### config.mk
export PLATFORM = sky130hd
export DESIGN_NAME = epc_stack
export DESIGN_NICKNAME = d
export VERILOG_FILES = /design/src/rtl/epc_stack.sv
export SDC_FILE = /design/constraint.sdc
export NUM_CORES = 1
export LEC_CHECK = 0
export ABC_AREA = 1
export CAP_MARGIN = 20
export CORE_ASPECT_RATIO = 2
export CORE_UTILIZATION = 55
export DETAILED_ROUTE_END_ITERATION = 10
export HOLD_SLACK_MARGIN = 0.1
export PLACE_DENSITY = 0.8
export SYNTH_ARGS = -nofsm -noshare
export SYNTH_HDL_FRONTEND = slang
export SYNTH_SLANG_ARGS = --single-unit
### constraint.sdc
create_clock -name clk -period 3.3 [get_ports clk]
set_input_delay 0.825 -clock clk [delete_from_list [all_inputs] [get_ports clk]]
set_output_delay 0.825 -clock clk [all_outputs]
set_load 0.02 [all_outputs]
### src/rtl/epc_stack.sv
// Nested exception-context stack {epc, code, bd}: push on exception, pop on ERET.
// Optional macro EPC_BD_ADJUST_EN: branch-delay faults store exc_pc-4 as the EPC.
module epc_stack #(
  parameter  int WIDTH  = 32,
  parameter  int DEPTH  = 4,
  parameter  int CODE_W = 5,
  localparam int LVL_W  = $clog2(DEPTH+1)
) (
  input  logic              clk,
  input  logic              reset,
  input  logic              exc_req,
  input  logic [WIDTH-1:0]  exc_pc,
  input  logic [CODE_W-1:0] exc_code,
  input  logic              exc_bd,
  input  logic              eret,
  input  logic              mtc0_we,
  input  logic [WIDTH-1:0]  mtc0_data,
  output logic [WIDTH-1:0]  epc_out,
  output logic [CODE_W-1:0] code_out,
  output logic              bd_out,
  output logic [LVL_W-1:0]  level,
  output logic              exl,
  output logic              overflow
);

  localparam logic [LVL_W-1:0] LVL_MAX = LVL_W'(DEPTH);
  localparam logic [LVL_W-1:0] LVL_ONE = LVL_W'(1);

  logic [DEPTH-1:0][WIDTH-1:0]  epc_q;
  logic [DEPTH-1:0][CODE_W-1:0] code_q;
  logic [DEPTH-1:0]             bd_q;
  logic [LVL_W-1:0]             level_q, level_d;
  logic                         ovf_q, ovf_d;

  logic                         push_en, mtc_en;
  logic [LVL_W-1:0]             wr_idx;
  logic [WIDTH-1:0]             push_epc;

`ifdef EPC_BD_ADJUST_EN
  // Point EPC back at the branch so the whole branch/delay pair re-executes.
  assign push_epc = exc_bd ? (exc_pc - WIDTH'(4)) : exc_pc;
`else
  assign push_epc = exc_pc;
`endif

  always_comb begin
    push_en = 1'b0;
    mtc_en  = 1'b0;
    wr_idx  = '0;
    level_d = level_q;
    ovf_d   = ovf_q;
    if (exc_req && eret) begin
      // Exception on the ERET itself: the returning context is replaced.
      push_en = 1'b1;
      if (level_q == '0) begin
        level_d = LVL_ONE;
      end else begin
        wr_idx = level_q - LVL_ONE;
      end
    end else if (exc_req) begin
      push_en = 1'b1;
      if (level_q < LVL_MAX) begin
        wr_idx  = level_q;
        level_d = level_q + LVL_ONE;
      end else begin
        wr_idx = LVL_MAX - LVL_ONE;
        ovf_d  = 1'b1;
      end
    end else if (eret) begin
      if (level_q != '0) level_d = level_q - LVL_ONE;
    end else if (mtc0_we && level_q != '0) begin
      mtc_en = 1'b1;
      wr_idx = level_q - LVL_ONE;
    end
  end

  always_ff @(posedge clk or negedge reset) begin
    if (!reset) begin
      epc_q   <= '0;
      code_q  <= '0;
      bd_q    <= '0;
      level_q <= '0;
      ovf_q   <= 1'b0;
    end else begin
      level_q <= level_d;
      ovf_q   <= ovf_d;
      for (int i = 0; i < DEPTH; i++) begin
        if (push_en && wr_idx == LVL_W'(i)) begin
          epc_q[i]  <= push_epc;
          code_q[i] <= exc_code;
          bd_q[i]   <= exc_bd;
        end else if (mtc_en && wr_idx == LVL_W'(i)) begin
          epc_q[i] <= mtc0_data;
        end
      end
    end
  end

  // Top-of-stack select; reads as zero when the stack is empty.
  always_comb begin
    epc_out  = '0;
    code_out = '0;
    bd_out   = 1'b0;
    for (int i = 0; i < DEPTH; i++) begin
      if (level_q == LVL_W'(i+1)) begin
        epc_out  = epc_q[i];
        code_out = code_q[i];
        bd_out   = bd_q[i];
      end
    end
  end

  assign level    = level_q;
  assign exl      = (level_q != '0);
  assign overflow = ovf_q;

endmodule

; ---- Word level (Yosys, flattened, before mapping)
; Index checks and enable logic that the tools add are counted.
[classes]
add_sub_neg = 2
bitwise = 2
order_cmp = 1
n_eq_ne = 9
reduce_logical = 21
n_mux = 38
[op_table]
columns = cell, n
row1 = 2-to-1 mux 32 bit, 12
row2 = 2-to-1 mux 3 bit, 12
row3 = 2-to-1 mux 5 bit, 4
row4 = == test 3 x 2 -> 1 bit (second input constant), 4
row5 = logical AND 1 bit, 10
row6 = 2-to-1 mux 1 bit, 10
row7 = nonzero test 3 bit, 3
row8 = nonzero test 2 bit, 4
row9 = == test 3 x 1 -> 1 bit (second input constant), 2
row10 = zero test 3 bit, 2
row11 = AND reduction 4 bit, 1
row12 = adder 3 x 1 -> 3 bit (second input constant), 1
row13 = == test 3 bit (second input constant), 1
row14 = less-than comparator 3 bit (second input constant), 1
row15 = != test 3 x 1 -> 1 bit (second input constant), 1
row16 = AND reduction 3 bit, 1
row17 = subtractor 3 x 1 -> 3 bit (second input constant), 1
row18 = != test 2 x 1 -> 1 bit (second input constant), 1
row19 = inverter 1 bit, 2
[word_totals]
out_inout_bits = 43
regBits = 156
word_cells = 87
input_bits = 75

; ---- Logic depth before layout (Yosys ltp)
; Gate-level depths: netlist of run 1.
[logic_depth]
word_depth = 10
ltp_mapped = 12
depth_no_buf = 11

; ---- Least setup slack after synthesis of run 1
; OpenSTA, ideal clock, no wires.
[synth_timing]
kind = reg-to-output
startpoint = register level_q[0] (netlist: level[0])
endpoint = output port epc_out[21]
path_slack_ns = 0.475
arrival_time_ns = 2.000
n_path_buf = 2
path_stages_with_launch = 10
path_cell_list = dfrtp_1 -> inv_1 -> ha_1 -> inv_1 -> nor2_1 -> clkbuf_1 -> buf_1 -> nand2_1 -> a21oi_1 -> o22a_1
[synth_between]
elab_chain_len = 5
word_cells_on_any_way = 8
classes_between = eq/ne: 4 / mux: 4
[synth_rtl]
columns = element, line
row1 = start: declaration, 32  ; logic [LVL_W-1:0] level_q, level_d;
row2 = start signal: assignment, 85  ; level_q <= level_d;
row3 = == test 3 x 1 -> 1 bit, 105  ; if (level_q == LVL_W'(i+1)) begin
row4 = 2-to-1 mux 32 bit (3 in a row), 105
row5 = 2-to-1 mux 32 bit (*), 105
row6 = end: declaration, 18  ; output logic [WIDTH-1:0] epc_out,
; Every way passes the cells marked *; elsewhere a longest branch is shown, timed or not.

; ---- Final worst setup path of run 1
[layout_timing]
startpoint = register level_q[0] (netlist: level[0])
endpoint = output port epc_out[2]
; Same word-level chain as after synthesis.

==> impl_summary.md, run 1 <==
Routing
The routed via count is approximately 8000. The detailed-route vias per instance is between 5 and 6. The detailed-routing iteration count for the pre-antenna-repair pass is 5. The number of antenna-violating nets in the routed design is 0. The routed wire length is between 20000 and 25000 µm. The detail-routed net length per standard cell is between 15 and 20 µm.

The DRC violation total after the first TritonRoute iteration is just over 500. After detailed routing, the number of remaining DRC violations is 0.

Hold path
The path class of the tightest hold or removal check is in2async.

STA
The total count of hold-check failures in the final report is 0. The largest clock skew in the final design is 6.981 ps. The final period demand of the worst path is between 3000 and 4000 ps. The count of pins over their slew limit is 0. Hold is met by between 300 and 400 ps. The total negative slack is 0 ps. The slew at the pin with the worst max-slew slack is about 1100 ps. The worst pin sits at a relative slew slack of 27.92%. The period utilization is 97.88%. Setup violations remaining at the end of the flow were counted as 0. Based on the critical path, the design can be clocked at up to 309.6 MHz.

Finish
Summing all multi-input logic gate instances after layout gives 0.003871 mm². The fraction of final layout cells sized beyond drive strength 1 is between 8 and 9%. The most common library cell in the layout ignoring fill and taps is nand2_1. Leaving out fill and tap cells, the most frequent cells in the layout are nand2_1 (516), dfrtp_1 (156), o211ai_1 (98).

The post-route cell area is about 0.010 mm². The layout filler cell count is 1256. The net count reported at finish is 1309. From synthesis to final layout, the design area changed by 25.17%. Summing all flip-flop and latch instances after layout gives between 0.003 and 0.004 mm².

For this run, the number of standard cells in the final layout without fillers is ~1400. The antenna diode count is 0.

Setup path
The startpoint identified for the worst register-to-register timing path is level[0]$_DFFE_PN0P_. STA classifies the critical path startpoint as a register. Traced cell by cell, the critical path runs through inv_1 > buf_4 > ha_1 > nand2_4 > buf_16 > nand2_1 > o22a_1 > dlygate4sd2_1.

The worst register-to-register path has a depth of 10. The category of cells accounting for the largest share of critical-path delay is buffers and inverters. Data on the critical path arrives at its endpoint at 2400 ps. The worst setup path is captured at an output pin. The cell with the biggest individual delay on the critical path is dfrtp_1. For flop-to-flop paths, the worst setup slack is between 500 and 600 ps. At the worst endpoint, the required time is approximately 2500 ps. The critical register-to-register path endpoint is code_q[13]$_DFFE_PN0P_. The largest incremental delay on the critical path is a little under 400 ps. Of all nets on the critical path, the largest fanout is 30. The class of the most critical setup path is reg2out. The worst path buffer plus inverter count is 4.

Placed design
Counting tap cells, the placed design contains a total of 1398 instances. The wire-length estimate of the detail-placed layout is approximately 15000 µm. The number of buffer cells added on primary ports is about 120.

The placed instance area is around 0.0098 mm². At the end of routability-driven placement, the weighted congestion stood at between 0.8 and 0.9.

Synth
The synthesized area divided by synthesized cell count is 7.414 µm². When the netlist entered floorplanning its net count stood at 1207. The number of storage elements in the synthesis netlist is 156. The top-area cell type share of the netlist area is 46.76%. The sequential-to-total area share from yosys stat is 46.76%. The number of different library cells used by synthesis comes to 25. The synthesized area is between 0.008 and 0.009 mm². In the post-synthesis netlist, the biggest area contributors are dfrtp_1 (47%), nand2_1 (23%), o211ai_1 (8.8%).

The count of yosys warnings during synthesis is 0. dfrtp_1 takes more of the synthesized area than any other cell. Synthesis produced a netlist whose cell count is between 1000 and 1500.

Job
The number of maximum-capacitance violations is 0.

Clock network
The maximum root-to-sink buffer count is 2. The clock slew seen by the registers of the worst setup and hold paths is 70 ps. For this design, the sink count on the clock tree is 156.

The clock root buffer master is clkbuf_16. Counting the buffers created by CTS gives 17. TritonCTS built the clock tree. The clock tree synthesis step divided the H-tree into 4 levels.

The clock network latency to the later pin of the worst-skew pair is between 400 and 500 ps.

GRT
The largest net degree at the start of global routing is 102. The global-route wire length before repair is 40180 µm. The remaining global-route overflow is 0.

The global-route usage over all layers is about a third. The number of global-route vias before repair is 8239. The initial antenna violation count is 0.

Floorplanning
The placeable core region is 0.01482 mm². The starting density of the core is between 50 and 60%. The die width is around 90 µm. The number of standard-cell rows in the floorplan is between 60 and 70.

The number of top-level design ports is ~120. The floorplan step set the die height to between 150 and 200 µm. The die area is about 0.016 mm².

Pwr
The largest voltage drop on the vdd net is 0.5176 mV. The leakage power summed over all cells is roughly 5.5 nW. The power density over cell area is between 900 and 1000 mW/mm². The total power consumption of the routed design is 10.24 mW.

Outcome
The run finished with clean final reports.
cell usage after synthesis, drive strengths merged:
master,instances
o22ai,1
nand4,3
o22a,38
dfrtp,156
a21oi,40
o21ai,30
clkbuf,35
ha,6
nand2,520
o211ai,98
inv,86
nand3,4
nor2,73
xnor2,1
buf,35
state kept, by name, indices dropped and copies added (netlist names):
register,count
bd_q,4
epc_q,128
level,3
overflow,1
code_q,20
worst max path at each step:
stage | from | end | slack [ps] | depth (start not counted)
after global routing | level[0]$_DFFE_PN0P_ | epc_out[18] | -1 | 9
after CTS | level[0]$_DFFE_PN0P_ | epc_out[13] | 0.4 | 8
after global placement | level[0]$_DFFE_PN0P_ | epc_out[0] | 270 | 9
after detailed placement | level[0]$_DFFE_PN0P_ | epc_out[0] | 190 | 9
after floorplan | level[0]$_DFFE_PN0P_ | epc_out[21] | 480 | 9
final | level[0]$_DFFE_PN0P_ | epc_out[2] | 70 | 8
power by group:
part	internal, mW	leakage [nW]	switching, mW
combinational	1.81	3.24	2.99
clock	1.22	0.307	0.877
sequential	2.82	1.93	0.516
total	5.86	5.48	4.39
routing by layer:
metal  GRT usage, %  up-vias  part of all wire, %
li1               -     3827                    -
met1          38.69     3917                   36
met2          57.51      387                   52
met3          6.218       90                  6.6
met4          20.04        0                  4.8
met5              0        -                    0
timing repair:
action,in CTS,in global routing
hold buffers,0,0
buffers inserted,2,1
resized for setup,40,46
cloned,3,0
pin swaps,1,0
setup endpoints to repair,38,30
layout make-up:
type / instances / area share, %
Multi-Input combinational cell: 814 / 37.05
Tap cell: 195 / 2.335
Inverter: 86 / 3.089
Timing Repair Buffer: 153 / 14.13
Sequential cell: 156 / 37.36
Clock inverter: 15 / 1.964
Clock buffer: 17 / 4.071
cell families (layout without fill, tap and decap cells):
kind of cell	after synthesis	in the layout	share of synthesized area, %
buffers and inverters	156	271	7.419
AO/OA/AOI/OAI	207	207	17.21
flip-flops	156	156	46.76
adder cells (fa/ha/maj)	6	6	0.8993
AND/OR/NAND/NOR	600	600	27.61
XOR/XNOR	1	1	0.1049
through the flow:
| stage | utilization, % | worst slack, ps |
|---|---|---|
| final | 70.51 | 70.12 |
| after floorplan | - | 475.3 |
| after detailed placement | 66.35 | 193.0 |
| after global placement | 66.35 | 267.5 |
| after CTS | 71.04 | 0.4310 |
| after global routing | 70.51 | -1.290 |
(Power assumes the default switching activity.)
==> run 2: changes to the inputs <==
--- a/constraint.sdc
+++ b/constraint.sdc
@@ -3,2 +3,2 @@
 set_output_delay 0.825 -clock clk [all_outputs]
-set_load 0.02 [all_outputs]
+set_load 0.005 [all_outputs]
==> run 2 against run 1 <==
Highest routed layer unchanged. Sequential cell count is the same. Non-clock buffer count is 22 higher. Critical path depth increased by 1. Power up 2.4%. Worst setup slack got worse by 140 ps. Clock-buffer cell count is 2 higher. Final cell count up 1.5%. Register-to-register slack worse by 60 ps. The run now ends with setup timing left. Largest cell class is now multi-input gates. Critical path type unchanged. Clock skew barely moved.
==> impl_summary.md, run 2 (synthesis gave the netlist of run 1 again) <==
Outcome
Run status: finished, violations left (was completed). The final reports fail on setup timing.

Routing
The DRC violation total after the first TritonRoute iteration is 635 (was 519). The number of antenna-violating nets in the routed design is 0 (unchanged). The detailed-routing iteration count for the pre-antenna-repair pass is 6 (was 5).

The detail-routed net length per standard cell is 18.02 µm (was 17.27 µm). The routed via count is 8439 (was 8221). The residual DRC count is 0 (unchanged). The detailed-route vias per instance came to 5.788 (was 5.725).

The routed wire length came to 26270 µm (was 24800 µm).

GRT
The global-route wire length before repair is 40200 µm (was 40180 µm). The number of global-route vias before repair came to 8435 (was 8239). The met3 demand-to-capacity share in global routing is 5.002% (was 6.218%). The remaining global-route overflow is 0 (unchanged). The met2 demand-to-capacity share in global routing is 59.86% (was 57.51%). The global-route usage over all layers is 33.94% (was 33.88%). The global routing usage on met1 came to 37.29% (was 38.69%).

The largest net degree at the start of global routing was 101 (was 102). The routing layer with the top usage in global route is met2 (unchanged). The initial antenna violation count is 0 (unchanged).

Floorplanning
The number of standard-cell rows in the floorplan is 63 (unchanged). The overall die height is 176.2 µm (unchanged). The die width was 89.12 µm (unchanged). The starting density of the core is 56.33% (unchanged).

The placeable core region was 0.01482 mm² (unchanged). The die area was 0.01570 mm² (unchanged). The number of top-level design ports was 118 (unchanged).

Finish
The fraction of final layout cells sized beyond drive strength 1 is 10.53% (was 8.864%). The antenna diode count was 0 (unchanged). Leading registers by flop count: epc_q (128), code_q (20), bd_q (4) (unchanged).

The area of the multi-input gates is 0.003956 mm² (was 0.003871 mm²). Commonest cells after routing, fill and taps aside: nand2_1 (515), dfrtp_1 (155), o211ai_1 (98) (was nand2_1 (516), dfrtp_1 (156), o211ai_1 (98)). The post-route non-filler standard cell count is 1458 (was 1436). The net count reported at finish came to 1331 (was 1309). The post-synthesis to final-layout area growth is 31.61% (was 25.17%). The layout filler cell count was 1161 (was 1256). The area occupied by registers was 0.003905 mm² (was 0.003904 mm²). The flip-flop count of the largest register after layout came to 128 (unchanged). The most common library cell in the layout ignoring fill and taps is nand2_1 (unchanged).

The post-route cell area came to 0.01099 mm² (was 0.01045 mm²). The utilization of the core after routing came to 74.14% (was 70.51%). The register bank with the most flops is epc_q (unchanged).

Setup path
The data required time at the worst endpoint is 2470 ps (about the same). The cell with the biggest individual delay on the critical path is clkdlybuf4s50_1 (was dfrtp_1). The arrival time of data at the critical path endpoint is 2540 ps (was 2400 ps). Ordered list of cells on the worst path: buf_4 > ha_1 > ha_4 > buf_4 > buf_4 > nand2_1 > nand2_1 > o22a_1 > clkdlybuf4s50_1 (was inv_1 > buf_4 > ha_1 > nand2_4 > buf_16 > nand2_1 > o22a_1 > dlygate4sd2_1). Counting stages on the worst path, the most repeated cell is buf_4. The setup slack of the most critical reg-to-reg path is 490 ps (was 550 ps). The kind of start point of the critical path is a register (unchanged). The class of the most critical setup path is reg2out (unchanged). The maximum fanout along the worst path is 8 (was 30). The type of element capturing the critical path is an output pin (unchanged). The largest incremental delay on the critical path is 440 ps (was 390 ps).

Pwr
The total power consumption of the routed design is 10.49 mW (was 10.24 mW). The power density over cell area is 955.0 mW/mm² (was 980.4 mW/mm²). The leakage power summed over all cells is 5.788 nW (was 5.483 nW).

The largest voltage drop on the vdd net is 0.5122 mV (was 0.5176 mV).

Clock network
The TritonCTS buffer count is 17 (unchanged). The number of H-tree levels is 4 (unchanged). The clock slew seen by the registers of the worst setup and hold paths is 70 ps (about the same).

The clock root buffer master is clkbuf_16 (unchanged). The CTS tree is yes (unchanged). The clock network latency to the later pin of the worst-skew pair was 430 ps (about the same). The clock net sink count is 156 (unchanged). The maximum root-to-sink buffer count is 2 (unchanged).

STA
The final-report setup violation count is 10 (was 0). The period utilization was 102.0% (was 97.88%). The post-layout worst setup margin is -67.30 ps (was 70.12 ps). The largest clock skew in the final design is 7.195 ps (was 6.981 ps). The count of pins over their slew limit is 0 (unchanged).

The total count of hold-check failures in the final report is 0 (unchanged). The final period demand of the worst path came to 3367 ps (was 3230 ps). The headroom to the max-slew limit is 28.38% (was 27.92%).

Setup repair after global routing could not meet its margin everywhere. The top achievable clock speed is 297.0 MHz (was 309.6 MHz). The slew at the pin with the worst max-slew slack is 1074 ps (was 1081 ps).

Placed design
The final weighted congestion in routability-driven placement is 0.8646 (was 0.8460). The detailed placement HPWL is 15620 µm (was 15480 µm). The number of buffer cells added on primary ports is 117 (unchanged). The pre-CTS setup slack is 230.8 ps (was 193.0 ps). The placed instance area is 0.009839 mm² (was 0.009832 mm²). The number of instances in the placed design is 1399 (was 1398).

Job
The number of maximum-capacitance violations is 0 (unchanged).

Hold path
The classification of the worst-slack hold path is in2async (unchanged).
[run 2: cell types whose count changed in the layout (fill, tap and decap cells not counted), sizes merged]
cell and change:
clkinvlp +3, dlymetal6s2s +15, inv -2, bufinv -1, clkinv -2, buf +17, clkbuf -15, clkdlybuf4s15 -1
dlygate4sd2 -8, clkdlybuf4s50 +16
[run 2: timing repair]
action	CTS	global route
setup endpoints to repair	38	31
resized for setup	28	34
setup buffers	10	10
pin swaps	8	14
hold buffers	0	0
endpoints found under the hold margin	0	0
gates cloned	2	5
[run 2: where the power goes]
part / total, mW / internal, mW / switching [mW] / leakage, nW
combinational: 5.13 / 2.38 / 2.75 / 3.57
sequential: 3.32 / 2.82 / 0.494 / 1.93
clock: 2.05 / 1.17 / 0.871 / 0.287
total: 10.5 / 6.37 / 4.12 / 5.79
[run 2: layer usage]
metal | part of all wire [%] | vias up | wire (µm)
li1 | - | 3871 | -
met1 | 36 | 4060 | 9436
met2 | 53 | 401 | 13910
met3 | 5.7 | 107 | 1490
met4 | 5.5 | 0 | 1436
met5 | 0 | - | 0
[run 2: path summary, 6_finish.rpt]
check,cells after the start,end,start
setup / recovery,9,epc_out[3],level[0]$_DFFE_PN0P_
hold / removal,1,code_q[15]$_DFFE_PN0P_,reset
setup reg to reg,12,code_q[18]$_DFFE_PN0P_,level[0]$_DFFE_PN0P_
hold reg to reg,2,overflow$_DFFE_PN0P_,overflow$_DFFE_PN0P_
max in group asynchronous,2,epc_q[109]$_DFFE_PN0P_,reset
min in group clk,2,overflow$_DFFE_PN0P_,overflow$_DFFE_PN0P_
[run 2: area by class of cell]
type | count | area share, %
clock buffers | 19 | 4.123
clock inverters | 13 | 1.424
inverters | 86 | 2.938
multi-input cells | 814 | 36.01
flip-flops and latches | 156 | 35.54
well taps | 195 | 2.221
repair buffers | 175 | 17.74
[run 2: critical path, delay by kind of cell (launching register included)]
family | cells | cell delay, ps
compound gates | 1 | 190
fa+ha+maj | 2 | 500
buf+inv | 4 | 900
flops | 1 | 410
simple gates | 2 | 130
[run 2: metrics by stage]
stage | hold slack (ps) | setup TNS [ps]
5_1_grt | 454.4 | -1263
4_1_cts | 427.1 | -335.6
3_3_place_gp | 447.4 | 0
3_5_place_dp | 454.2 | 0
2_1_floorplan | 449.0 | 0
6_report | 389.8 | -287.0
